File: src/rtl/eq_seq_ctrl_pkg.sv
// Shared types and default sizing for the equalizer FIR sequencer.
package eq_seq_ctrl_pkg;

  typedef enum logic [2:0] {
    FILL  = 3'd0,
    IDLE  = 3'd1,
    PRIME = 3'd2,
    RUN   = 3'd3,
    DONE  = 3'd4
  } seq_state_t;

  localparam int DEF_NUM_TAPS = 1021;
  localparam int DEF_ADDR_W   = 10;

endpackage

File: src/rtl/eq_seq_ctrl_if.sv
// Codec-side sample strobe plus queue/FIR control signals of the sequencer.
interface eq_seq_ctrl_if import eq_seq_ctrl_pkg::*; #(parameter int ADDR_W = DEF_ADDR_W);

  logic              smpl_vld;
  logic              wr_en;
  logic [ADDR_W-1:0] wr_ptr;
  logic [ADDR_W-1:0] rd_ptr;
  logic              sequencing;
  logic              fir_vld;
  logic              busy;
  logic              overrun;

  modport master (
    output smpl_vld,
    input  wr_en, wr_ptr, rd_ptr, sequencing, fir_vld, busy, overrun
  );

  modport slave (
    input  smpl_vld,
    output wr_en, wr_ptr, rd_ptr, sequencing, fir_vld, busy, overrun
  );

endinterface

File: src/rtl/circ_ptr.sv
// Loadable modulo-2**ADDR_W pointer; load has priority over increment.
module circ_ptr import eq_seq_ctrl_pkg::*; #(
  parameter int ADDR_W = DEF_ADDR_W
) (
  input  logic              clk,
  input  logic              rst_n,
  input  logic              load,
  input  logic              inc,
  input  logic [ADDR_W-1:0] load_val,
  output logic [ADDR_W-1:0] value
);

  logic [ADDR_W-1:0] value_r;

  // pointer register, wraps silently
  always_ff @(posedge clk) begin
    if (!rst_n) begin
      value_r <= {ADDR_W{1'b0}};
    end else if (load) begin
      value_r <= load_val;
    end else if (inc) begin
      value_r <= value_r + ADDR_W'(1);
    end else begin
      value_r <= value_r;
    end
  end

  assign value = value_r;

endmodule

File: src/rtl/eq_seq_ctrl.sv
// Sample-queue sequencer: fills the circular queue, then runs one convolution per new sample.
module eq_seq_ctrl import eq_seq_ctrl_pkg::*; #(
  parameter int NUM_TAPS = DEF_NUM_TAPS,
  parameter int ADDR_W   = DEF_ADDR_W
) (
  input  logic          clk,
  input  logic          rst_n,
  eq_seq_ctrl_if.slave  bus
);

  localparam int CNT_W = $clog2(NUM_TAPS + 1);
  localparam logic [CNT_W-1:0]  FILL_LAST = CNT_W'(NUM_TAPS - 1);
  localparam logic [CNT_W-1:0]  TAP_LAST  = CNT_W'(NUM_TAPS);
  localparam logic [ADDR_W-1:0] TAPS_MOD  = ADDR_W'(NUM_TAPS);

  seq_state_t        state_r, state_s;
  logic [CNT_W-1:0]  fill_cnt_r, fill_cnt_s;
  logic [CNT_W-1:0]  tap_cnt_r, tap_cnt_s;
  logic [ADDR_W-1:0] base_r, base_s;
  logic              pending_r, pending_s;
  logic              overrun_r, overrun_s;
  logic              seq_r, fir_vld_r, busy_r;
  logic              rd_load_s, rd_inc_s;
  logic [ADDR_W-1:0] wr_ptr_s, rd_ptr_s;

  circ_ptr #(.ADDR_W(ADDR_W)) u_wr_ptr (
    .clk(clk), .rst_n(rst_n), .load(1'b0), .inc(bus.smpl_vld),
    .load_val({ADDR_W{1'b0}}), .value(wr_ptr_s)
  );

  circ_ptr #(.ADDR_W(ADDR_W)) u_rd_ptr (
    .clk(clk), .rst_n(rst_n), .load(rd_load_s), .inc(rd_inc_s),
    .load_val(base_r), .value(rd_ptr_s)
  );

  // next-state, queue bookkeeping and read-pointer control
  always_comb begin
    state_s    = state_r;
    fill_cnt_s = fill_cnt_r;
    tap_cnt_s  = tap_cnt_r;
    base_s     = base_r;
    pending_s  = pending_r;
    overrun_s  = overrun_r;
    rd_load_s  = 1'b0;
    rd_inc_s   = 1'b0;
    case (state_r)
      FILL: begin
        if (bus.smpl_vld && (fill_cnt_r == FILL_LAST)) begin
          state_s = IDLE;
        end else if (bus.smpl_vld) begin
          fill_cnt_s = fill_cnt_r + CNT_W'(1);
        end else begin
          state_s = FILL;
        end
      end
      IDLE: begin
        // a fresh sample is already in the queue at wr_ptr, hence the +1
        if (bus.smpl_vld) begin
          state_s   = PRIME;
          base_s    = wr_ptr_s + ADDR_W'(1) - TAPS_MOD;
          pending_s = 1'b0;
        end else if (pending_r) begin
          state_s   = PRIME;
          base_s    = wr_ptr_s - TAPS_MOD;
          pending_s = 1'b0;
        end else begin
          state_s = IDLE;
        end
      end
      PRIME, RUN: begin
        if (state_r == PRIME) begin
          rd_load_s = 1'b1;
          tap_cnt_s = {CNT_W{1'b0}};
          state_s   = RUN;
        end else if (tap_cnt_r == TAP_LAST) begin
          state_s = DONE;
        end else begin
          rd_inc_s  = 1'b1;
          tap_cnt_s = tap_cnt_r + CNT_W'(1);
        end
        if (bus.smpl_vld) begin
          overrun_s = overrun_r | pending_r;
          pending_s = 1'b1;
        end else begin
          pending_s = pending_r;
        end
      end
      DONE: begin
        // a sample arriving now is queued for the next run even if pending is consumed
        pending_s = bus.smpl_vld;
        if (pending_r) begin
          state_s = PRIME;
          base_s  = wr_ptr_s - TAPS_MOD;
        end else begin
          state_s = IDLE;
        end
      end
      default: begin
        state_s = FILL;
      end
    endcase
  end

  // state, counters and registered outputs
  always_ff @(posedge clk) begin
    if (!rst_n) begin
      state_r    <= FILL;
      fill_cnt_r <= {CNT_W{1'b0}};
      tap_cnt_r  <= {CNT_W{1'b0}};
      base_r     <= {ADDR_W{1'b0}};
      pending_r  <= 1'b0;
      overrun_r  <= 1'b0;
      seq_r      <= 1'b0;
      fir_vld_r  <= 1'b0;
      busy_r     <= 1'b0;
    end else begin
      state_r    <= state_s;
      fill_cnt_r <= fill_cnt_s;
      tap_cnt_r  <= tap_cnt_s;
      base_r     <= base_s;
      pending_r  <= pending_s;
      overrun_r  <= overrun_s;
      seq_r      <= (state_s == PRIME) || (state_s == RUN);
      fir_vld_r  <= (state_s == DONE);
      busy_r     <= (state_s == PRIME) || (state_s == RUN) || (state_s == DONE);
    end
  end

  assign bus.wr_en      = bus.smpl_vld;
  assign bus.wr_ptr     = wr_ptr_s;
  assign bus.rd_ptr     = rd_ptr_s;
  assign bus.sequencing = seq_r;
  assign bus.fir_vld    = fir_vld_r;
  assign bus.busy       = busy_r;
  assign bus.overrun    = overrun_r;

endmodule

File: src/flat_wrapper.sv
// flat-port wrapper written by rule: the top's interface ports become plain ports
module eq_seq_ctrl_flat import eq_seq_ctrl_pkg::*;
#(
  parameter int NUM_TAPS = DEF_NUM_TAPS,
  parameter int ADDR_W   = DEF_ADDR_W
)
  (clk, rst_n, bus_smpl_vld, bus_wr_en, bus_wr_ptr, bus_rd_ptr, bus_sequencing, bus_fir_vld, bus_busy, bus_overrun);
  eq_seq_ctrl_if #(.ADDR_W(ADDR_W)) bus_i ();
  input  logic clk;
  input  logic rst_n;
  input wire logic [$bits(bus_i.smpl_vld)-1:0] bus_smpl_vld;
  output wire logic [$bits(bus_i.wr_en)-1:0] bus_wr_en;
  output wire logic [$bits(bus_i.wr_ptr)-1:0] bus_wr_ptr;
  output wire logic [$bits(bus_i.rd_ptr)-1:0] bus_rd_ptr;
  output wire logic [$bits(bus_i.sequencing)-1:0] bus_sequencing;
  output wire logic [$bits(bus_i.fir_vld)-1:0] bus_fir_vld;
  output wire logic [$bits(bus_i.busy)-1:0] bus_busy;
  output wire logic [$bits(bus_i.overrun)-1:0] bus_overrun;
  assign bus_i.smpl_vld = bus_smpl_vld;
  assign bus_wr_en = bus_i.wr_en;
  assign bus_wr_ptr = bus_i.wr_ptr;
  assign bus_rd_ptr = bus_i.rd_ptr;
  assign bus_sequencing = bus_i.sequencing;
  assign bus_fir_vld = bus_i.fir_vld;
  assign bus_busy = bus_i.busy;
  assign bus_overrun = bus_i.overrun;
  eq_seq_ctrl #(.NUM_TAPS(NUM_TAPS), .ADDR_W(ADDR_W)) u_core (.clk(clk), .rst_n(rst_n), .bus(bus_i));
endmodule
File: config.mk
export PLATFORM = sky130hd
export DESIGN_NAME = eq_seq_ctrl_flat
export DESIGN_NICKNAME = d
export VERILOG_FILES = /design/src/rtl/eq_seq_ctrl_pkg.sv /design/src/rtl/eq_seq_ctrl_if.sv /design/src/rtl/circ_ptr.sv /design/src/rtl/eq_seq_ctrl.sv /design/src/flat_wrapper.sv
export SDC_FILE = /design/constraint.sdc
export NUM_CORES = 1
export LEC_CHECK = 0
export BUFFER_PORTS_ARGS = -buffer_cell sky130_fd_sc_hd__buf_2
export CAP_MARGIN = 25
export CORE_ASPECT_RATIO = 2
export CORE_MARGIN = 5
export CORE_UTILIZATION = 45
export DETAILED_ROUTE_END_ITERATION = 8
export PLACE_DENSITY = 0.64
export SLEW_MARGIN = 20
export SYNTH_ARGS = -nofsm -noshare
export SYNTH_HDL_FRONTEND = slang
export SYNTH_SLANG_ARGS = --single-unit
File: constraint.sdc
create_clock -name clk -period 5.3 [get_ports clk]
set_clock_uncertainty 0.1 [all_clocks]
set_input_delay 0 -clock clk [delete_from_list [all_inputs] [get_ports clk]]
set_output_delay 0 -clock clk [all_outputs]
set_load 0.01 [all_outputs]
# ---- Word level (Yosys, flattened, before mapping)
# Index checks and enable logic that the tools add are counted.
# W data, S select, Z words.
dict set report op_classes {
  muxes 21
  eq_ne 11
  bitwise 2
  n_addsub 6
  reduce_logical 12
}
# operator count
set op_table {}
lappend op_table {{$mux W10} 6}
lappend op_table {{$add A10 B1 Y10 const B} 4}
lappend op_table {{$eq A10 B10 Y1 const B} 2}
lappend op_table {{$pmux W10 S2} 1}
lappend op_table {{$sub A10 B10 Y10 const B} 2}
lappend op_table {{$mux W3} 5}
lappend op_table {{$eq A3 B2 Y1 const B} 4}
lappend op_table {{$pmux W3 S4} 1}
lappend op_table {{$eq A3 B3 Y1 const B} 2}
lappend op_table {{$mux W1} 6}
lappend op_table {{$reduce_and A2 Y1} 3}
lappend op_table {{$reduce_bool A2 Y1} 2}
lappend op_table {{$eq A3 B1 Y1 const B} 1}
lappend op_table {{$logic_not A3 Y1} 1}
lappend op_table {{$pmux W1 S3} 1}
lappend op_table {{$reduce_and A3 Y1} 1}
lappend op_table {{$reduce_bool A3 Y1} 1}
lappend op_table {{$logic_or A1 B1 Y1} 2}
lappend op_table {{$mux W2} 1}
lappend op_table {{$ne A2 B1 Y1 const B} 1}
lappend op_table {{$ne A2 B2 Y1 const B} 1}
lappend op_table {{$reduce_or A2 Y1} 1}
lappend op_table {{$logic_and A1 B1 Y1} 1}
lappend op_table {{$not A1 Y1} 1}
lappend op_table {{$or A1 B1 Y1} 1}
dict set report word_totals {
  register_bits 58
  inputBits 3
  wordCells 63
  output_inout_bits 25
}

# ---- Logic depth before layout (Yosys ltp)
# Gate-level depths: netlist of run 1.
dict set report logic_depth {
  depth_word 7
  ltp_mapped 9
  mapped_depth_nobuf 8
}

# ---- Cells and area by module
# From an unflattened synthesis of run 1, not the netlist that was laid out.
dict set report hier_totals {
  hier_cells 379
  area_unflattened_um2 3080.5
}
# mod cells_each n_inst area_per_inst_um2
set by_module_without_submodules {}
lappend by_module_without_submodules {eq_seq_ctrl 249 1 1999.4}
lappend by_module_without_submodules {circ_ptr 65 2 540.5}

# ---- Least setup slack after synthesis of run 1
# No wires, ideal clock.
dict set report synth_timing {
  path_kind {flip-flop to flip-flop}
  from {reg u_core.u_wr_ptr.value_r[1] (netlist: u_core.u_wr_ptr.value[1])}
  to {reg u_core.base_r[7]}
  slack_ps 3152
  stages_incl_launch_ff 10
  required_time_ps 5080
  synth_period_minus_slack_ps 2148
  setup_time_ps 120
  arrival_ps 1928
  cell_sequence {dfxtp_1 clkbuf_1 inv_1 ha_1 nand2b_1 o2111ai_1 a32oi_2 xnor2_1 a211oi_1 nor2_1}
}
dict set report synth_via {
  elab_chain_len 4
  elab_cells_between_ends 6
  classes_between {add/sub (3); mux (3)}
}
# item line
set synth_rtl {}
lappend synth_rtl {{start: declaration} circ_ptr.sv:13} ;# logic [ADDR_W-1:0] value_r;
lappend synth_rtl {{start signal: assignment} circ_ptr.sv:18} ;# value_r <= {ADDR_W{1'b0}};
lappend synth_rtl {{start signal: assignment} circ_ptr.sv:20} ;# value_r <= load_val;
lappend synth_rtl {{start signal: assignment} circ_ptr.sv:22} ;# value_r <= value_r + ADDR_W'(1);
lappend synth_rtl {{$add A10 B1 Y10 / $sub A10 B10 Y10 (equally long branches)} {eq_seq_ctrl.sv:60, eq_seq_ctrl.sv:64, eq_seq_ctrl.sv:93}}
lappend synth_rtl {{$sub A10 B10 Y10 / $mux W10 (equally long branches)} {eq_seq_ctrl.sv:60, eq_seq_ctrl.sv:62, eq_seq_ctrl.sv:91}}
lappend synth_rtl {{$mux W10} eq_seq_ctrl.sv:58} ;# if (bus.smpl_vld) begin
lappend synth_rtl {{$pmux W10 S2 (*)} eq_seq_ctrl.sv:46} ;# case (state_r)
lappend synth_rtl {{end signal: assignment} eq_seq_ctrl.sv:110} ;# base_r <= {ADDR_W{1'b0}};
lappend synth_rtl {{end signal: assignment} eq_seq_ctrl.sv:120} ;# base_r <= base_s;
lappend synth_rtl {{end: declaration} eq_seq_ctrl.sv:19} ;# logic [ADDR_W-1:0] base_r, base_s;
# Mark *: on every way between the ends. The rest lies on a longest branch, timed or not.
# A chain may end at the register's enable or synchronous reset.

# ---- Worst setup path after layout of run 1
dict set report layout_timing {
  from {reg u_core.state_r[0]}
  to {reg u_core.u_rd_ptr.value_r[4] (netlist: u_core.u_rd_ptr.value[4])}
}
dict set report layout_via {
  elab_chain_len 4
  elab_cells_between_ends 9
  classes_between {eq/ne (2); mux (5); reduce/logical (2)}
}
# item line
set layout_rtl {}
lappend layout_rtl {{start: declaration} eq_seq_ctrl.sv:16} ;# seq_state_t state_r, state_s;
lappend layout_rtl {{start signal: assignment} eq_seq_ctrl.sv:117} ;# state_r <= state_s;
lappend layout_rtl {{$eq A3 B2 Y1 (on tied branches)} {eq_seq_ctrl.sv:46, eq_seq_ctrl.sv:71}}
lappend layout_rtl {{$mux W1 / $reduce_or A2 Y1 (equally long branches)} {eq_seq_ctrl.sv:71, eq_seq_ctrl.sv:46}}
lappend layout_rtl {{$mux W1} eq_seq_ctrl.sv:46}
lappend layout_rtl {{$mux W10 / $reduce_bool A2 Y1 (equally long branches)} --}
lappend layout_rtl {{end signal: assignment} circ_ptr.sv:18}
lappend layout_rtl {{end signal: assignment} circ_ptr.sv:20}
lappend layout_rtl {{end signal: assignment} circ_ptr.sv:22}
lappend layout_rtl {{end: declaration} circ_ptr.sv:13}
# Several ways; a longest one is shown, not always the timed one.

==> results_dict.tcl, run 1 <==
set metrics [dict create \
    outcome "completed" \
    cts_resized 0 \
    drc 0 \
    start_util 0.4614 \
    die_w_um 69.88 \
    clk-insertion-delay-late_ns 0.32 \
    worstHoldStart "bus_smpl_vld" \
    grt-ovfl-total 0 \
    setup_slack_ns 2.762 \
    ys.flop_type "dfxtp_1" \
    final.setup.tns_ns 0 \
    ys_seq_area_frac 0.3598 \
    rr_startpoint "u_core.state_r[0]$_SDFF_PN0_" \
    die_area_sq_um 9067 \
    antenna_cells 0 \
    synth.top_cell.area_share 0.3598 \
    nNetsFinal 429 \
    finalHoldViolCount 0 \
    synth_nets 416 \
    placement.io_buffers 27 \
    num_rows 43 \
    end_kind "flop" \
    h-tree-depth 3 \
    cts_tree "done" \
    setup_viol 0 \
    p_per_area_nw_per_um2 306.7 \
    clk_path_buf_depth 2 \
    place_inst 497 \
    syn_area_sq_um 3227 \
    period_share 0.4789 \
    use_met1 0.1823 \
    clk_pin_slew_ns 0.05 \
    grt_pass1_wl_um 12740 \
    yosysWarnings 0 \
    synth_cell_types 54 \
    core_area_sq_um 6994 \
    crit_arrival_ns 2.64 \
    hold_path.class "in -> reg" \
    startpoint_type "flop" \
    fin_crit_ns 2.538 \
    globalRouteTotalUtil 0.1756 \
    fillCellCount 685 \
    use_met3 0.04086 \
    max_freq_ghz 0.3940 \
    worstMarginPinSlew_ns 0.7936 \
    seqCellArea_sq_um 1161 \
    crit_fanout 23 \
    synth_edf_count 0 \
    pin_count 28 \
    gp_congestion 0.8855 \
    p_leak_nw 1.315 \
    synth_cells 406 \
    die-height_um 129.8 \
    post_cts_buffers 0 \
    synth_largest_area_cell "dfxtp_1" \
    final_util 0.5318 \
    routed_via_density 5.496 \
    pre_cts_slack_ns 2.828 \
    first_pass_iters 4 \
    grt_max_degree 39 \
    hold_buffers 1 \
    vias 2825 \
    maxSlewHeadroom 0.4674 \
    critical_path_class "reg -> reg" \
    grt.busiest_layer "met2" \
    avgSynthCellArea_sq_um 7.948 \
    cts_sinks 58 \
    antenna_found_initial 0 \
    gr-usage-met2 0.3224 \
    area_growth_pct 15.28 \
    dpl.hpwl_um 5443 \
    ys_ff_latch 58 \
    rsz0062_at_grt "no" \
    drive_gt1_frac 0.1250 \
    synth_area_leaders "dfxtp_1 (36%), xnor2_1 (7.6%), nor2_1 (6.5%)" \
    drv_cap 0 \
    antenna_left 0 \
    worst_ep_required_time_ns 5.40 \
    cts_root_buf "clkbuf_16" \
    finalNonFillerCells 514 \
    avgRoutedWirePerCell_um 14.64 \
    numCtsBuffers 9 \
    vdd_drop_max_v 0.0002575 \
    routed_wirelength_um 7527 \
    startpoint "u_core.state_r[0]$_SDFF_PN0_" \
    synth-async-reset-ratio 0 \
    grt_pass1_vias 2711 \
    multi_input_area_sq_um 1917 \
    slew_viol_final 0 \
    drtIter0Drc 110 \
]
where the power goes:
part	total [mW]	internal (mW)	switching [mW]
logic	0.0453	0.0168	0.0285
clock network	0.648	0.449	0.199
registers	0.448	0.440	0.00793
stage by stage:
stage               area (sq um)  total power, mW  hold slack [ns]
CTS                         3720            1.156         0.002528
detailed placement          3371           0.5021           0.2977
global placement            3363           0.5011           0.2908
global route                3720            1.183          0.05659
finish                      3720            1.141          0.01493
floorplan                   3227           0.4909        -0.008235
cells in the mapped netlist, types with 3 or more instances:
library cell	number
a211oi_1	7
a21oi_1	20
a31oi_1	6
and2_1	4
and3_1	6
and4_1	3
buf_1	4
buf_2	5
clkbuf_1	17
dfxtp_1	58
ha_1	7
inv_1	8
mux2i_1	3
nand2_1	37
nand2b_1	7
nand3_1	19
nand3b_1	3
nand4_1	14
nor2_1	56
nor2b_1	6
nor3_1	10
o21ai_0	21
or3_1	5
xnor2_1	28
xor2_1	12
cell families after synthesis:
group                    count (synthesis)  synth area share
AND/OR/NAND/NOR                        179            0.2757
AO/OA/AOI/OAI                           83            0.1733
flip-flops                              58            0.3598
XOR/XNOR                                40            0.1086
buffers and inverters                   36           0.04614
adder cells (fa/ha/maj)                  7           0.02714
multiplexers                             3          0.009306
layer usage:
metal / routed length [um] / share of wire
met3: 225 / 0.030
met1: 2971 / 0.39
met2: 4135 / 0.55
met4: 194 / 0.026
met5: 0 / 0
registers in the layout, indices dropped and copies added (netlist names):
name and flops:
u_core.bus.overrun 1, u_core.fill_cnt_r 10, u_core.u_wr_ptr.value 10, u_core.u_rd_ptr.value 10, u_core.bus.sequencing 1, u_core.state_r 3
u_core.tap_cnt_r 10, u_core.bus.busy 1, u_core.pending_r 1, u_core.bus.fir_vld 1, u_core.base_r 10
path summary, 6_finish.rpt:
| path | endpoint | slack [ns] | cells after the start |
|---|---|---|---|
| setup / recovery | u_core.u_rd_ptr.value[4]$_SDFFE_PN0P_ | 2.76 | 5 |
| hold / removal | u_core.pending_r$_SDFFE_PN0P_ | 0.01 | 3 |
| setup reg to reg | u_core.u_rd_ptr.value[4]$_SDFFE_PN0P_ | 2.76 | 5 |
| hold reg to reg | u_core.u_rd_ptr.value[9]$_SDFFE_PN0P_ | 0.38 | 2 |
layout by cell type (no fill, tap or decap), drive strengths merged, types with 8 or more instances in the layout:
master,count
inv,8
a21oi,20
xnor2,28
nand4,14
o21ai,22
nand2,38
dfxtp,58
buf,29
xor2,12
nor3,11
clkbuf,12
nor2,56
nand3,19
final cells by class:
cell class	instances	area share
Clock inverter	4	0.01951
Sequential cell	58	0.3121
Multi-Input combinational cell	312	0.5153
Timing Repair Buffer	30	0.04305
Clock buffer	12	0.07164
Tap cell	90	0.03027
Inverter	8	0.008073
critical path, stage by stage, from the launching register on:
cell and delay [ns]:
dfxtp_1 0.80, nand3_1 0.25, nor3_2 0.45, nor2_1 0.21, buf_4 0.24, a2111oi_0 0.36
(Power assumes the default switching activity.)
==> run 2, diff against run 1 <==
==> constraint.sdc (replaced) <==
create_clock -name clk -period 2.5 [get_ports clk]
set_clock_uncertainty 0.1 [all_clocks]
set_input_delay 0 -clock clk [delete_from_list [all_inputs] [get_ports clk]]
set_output_delay 0 -clock clk [all_outputs]
set_load 0.01 [all_outputs]
==> results_dict.tcl, run 2 (synthesized netlist as in run 1, its figures left out) <==
set metrics [dict create \
    worst_ep_required_time_ns 2.62 \
    drc 0 \
    vdd_drop_max_v 0.0003901 \
    clk-insertion-delay-late_ns 0.33 \
    antenna_left 0 \
    die_area_sq_um 9067 \
    grt_pass1_vias 2937 \
    place_inst 514 \
    grt_pass1_wl_um 13640 \
    p_per_area_nw_per_um2 627.1 \
    grt_max_degree 23 \
    drive_gt1_frac 0.1549 \
    seqPwrFrac 0.392 \
    clkPwrFrac 0.561 \
    outcome "completed" \
    core_area_sq_um 6994 \
    hold_path.class "in -> reg" \
    antenna_found_initial 0 \
    clk_path_buf_depth 2 \
    num_rows 43 \
    slew_viol_final 0 \
    switching_share 0.2028 \
    fillCellCount 687 \
    crit_arrival_ns 2.21 \
    vias 2920 \
    mostFrequentLayoutCells "dfxtp_1 (58), nor2_1 (56), nand2_1 (37)" \
    final_util 0.5483 \
    routed_wirelength_um 7929 \
    die-height_um 129.8 \
    h-tree-depth 3 \
    final_cell_area_sq_um 3835 \
    period_share 0.8387 \
    dpl_cell_area_sq_um 3498 \
    finalPower_mw 2.405 \
    switching_power_uw 487.8 \
    rsz0062_at_grt "no" \
    avgRoutedWirePerCell_um 14.99 \
    startpoint_type "flop" \
    globalRouteTotalUtil 0.1884 \
    nNetsFinal 446 \
    pre_cts_slack_ns 0.3858 \
    p_comb_frac 0.047 \
    drtIter0Drc 210 \
    gp_congestion 0.8500 \
    maxSlewHeadroom 0.5366 \
    numCtsBuffers 9 \
    fin_crit_ns 2.097 \
    antenna_cells 0 \
    post_cts_buffers 0 \
    finalHoldViolCount 0 \
    crit_fanout 6 \
    max_freq_ghz 0.4769 \
    placement.io_buffers 27 \
    routed_via_density 5.520 \
    dpl.hpwl_um 5944 \
    drv_cap 0 \
    p_leak_nw 1.400 \
    final.setup.tns_ns 0 \
    final_common_cell "dfxtp_1" \
    clk_pin_slew_ns 0.05 \
    pin_count 28 \
    cts_tree "done" \
    end_kind "flop" \
    critical_path_class "reg -> reg" \
    finalNonFillerCells 529 \
    start_util 0.4614 \
    area_growth_pct 18.84 \
    first_pass_iters 4 \
    worstMarginPinSlew_ns 0.6944 \
    setup_viol 0 \
    hold_ws_ns 0.07036 \
    die_w_um 69.88 \
    internal-power_mw 1.917 \
    cts_sinks 58 \
    grt-ovfl-total 0 \
    setup_slack_ns 0.4032 \
    cts_root_buf "clkbuf_16" \
]
## run 2: area by class of cell
cell class	instances	area [sq um]	area share
Inverter	8	30.03	0.007830
Multi-Input combinational cell	312	1917	0.4998
Tap cell	90	112.6	0.02936
Timing Repair Buffer	47	287.8	0.07504
Clock buffer	12	266.5	0.06949
Sequential cell	58	1161	0.3028
Clock inverter	2	60.06	0.01566
## run 2: power by group through the flow
stage / clock network [mW] / registers [mW] / logic (mW)
finish: 1.35 / 0.943 / 0.113
global route: 1.42 / 0.942 / 0.127
CTS: 1.37 / 0.942 / 0.115
detailed placement: 0 / 0.961 / 0.113
global placement: 0 / 0.960 / 0.111
floorplan: 0 / 0.960 / 0.0805
## run 2: path summary, 6_finish.rpt
path,end,slack [ns],cells after the start,startpoint
worst max-delay path,u_core.base_r[7]$_SDFFE_PN0P_,0.40,7,u_core.u_wr_ptr.value[1]$_SDFFE_PN0P_
worst min-delay path,u_core.u_wr_ptr.value[0]$_SDFFE_PN0P_,0.07,4,bus_smpl_vld
worst max register to register,u_core.base_r[7]$_SDFFE_PN0P_,0.40,7,u_core.u_wr_ptr.value[1]$_SDFFE_PN0P_
worst min register to register,u_core.bus.overrun$_SDFFE_PN0P_,0.38,2,u_core.bus.overrun$_SDFFE_PN0P_
## run 2: per-layer routing
metal	part of all wire	routed length, um	track usage
met4	0.026	205	0.08578
met5	0	0	0
met1	0.39	3085	0.1888
met3	0.027	212	0.04009
met2	0.56	4426	0.3648
## run 2: critical path: stages (launching register included)
cell and delay [ns]:
dfxtp_1 0.40, ha_1 0.25, nand2_1 0.07, or4b_1 0.49, a32oi_2 0.28, xnor2_1 0.10, a211oi_1 0.23, nor2_1 0.07
## run 2: timing repair
action | CTS | global route
hold buffers | 1 | 0
gates resized for setup | 0 | 0
endpoints found under the hold margin | 2 | 0
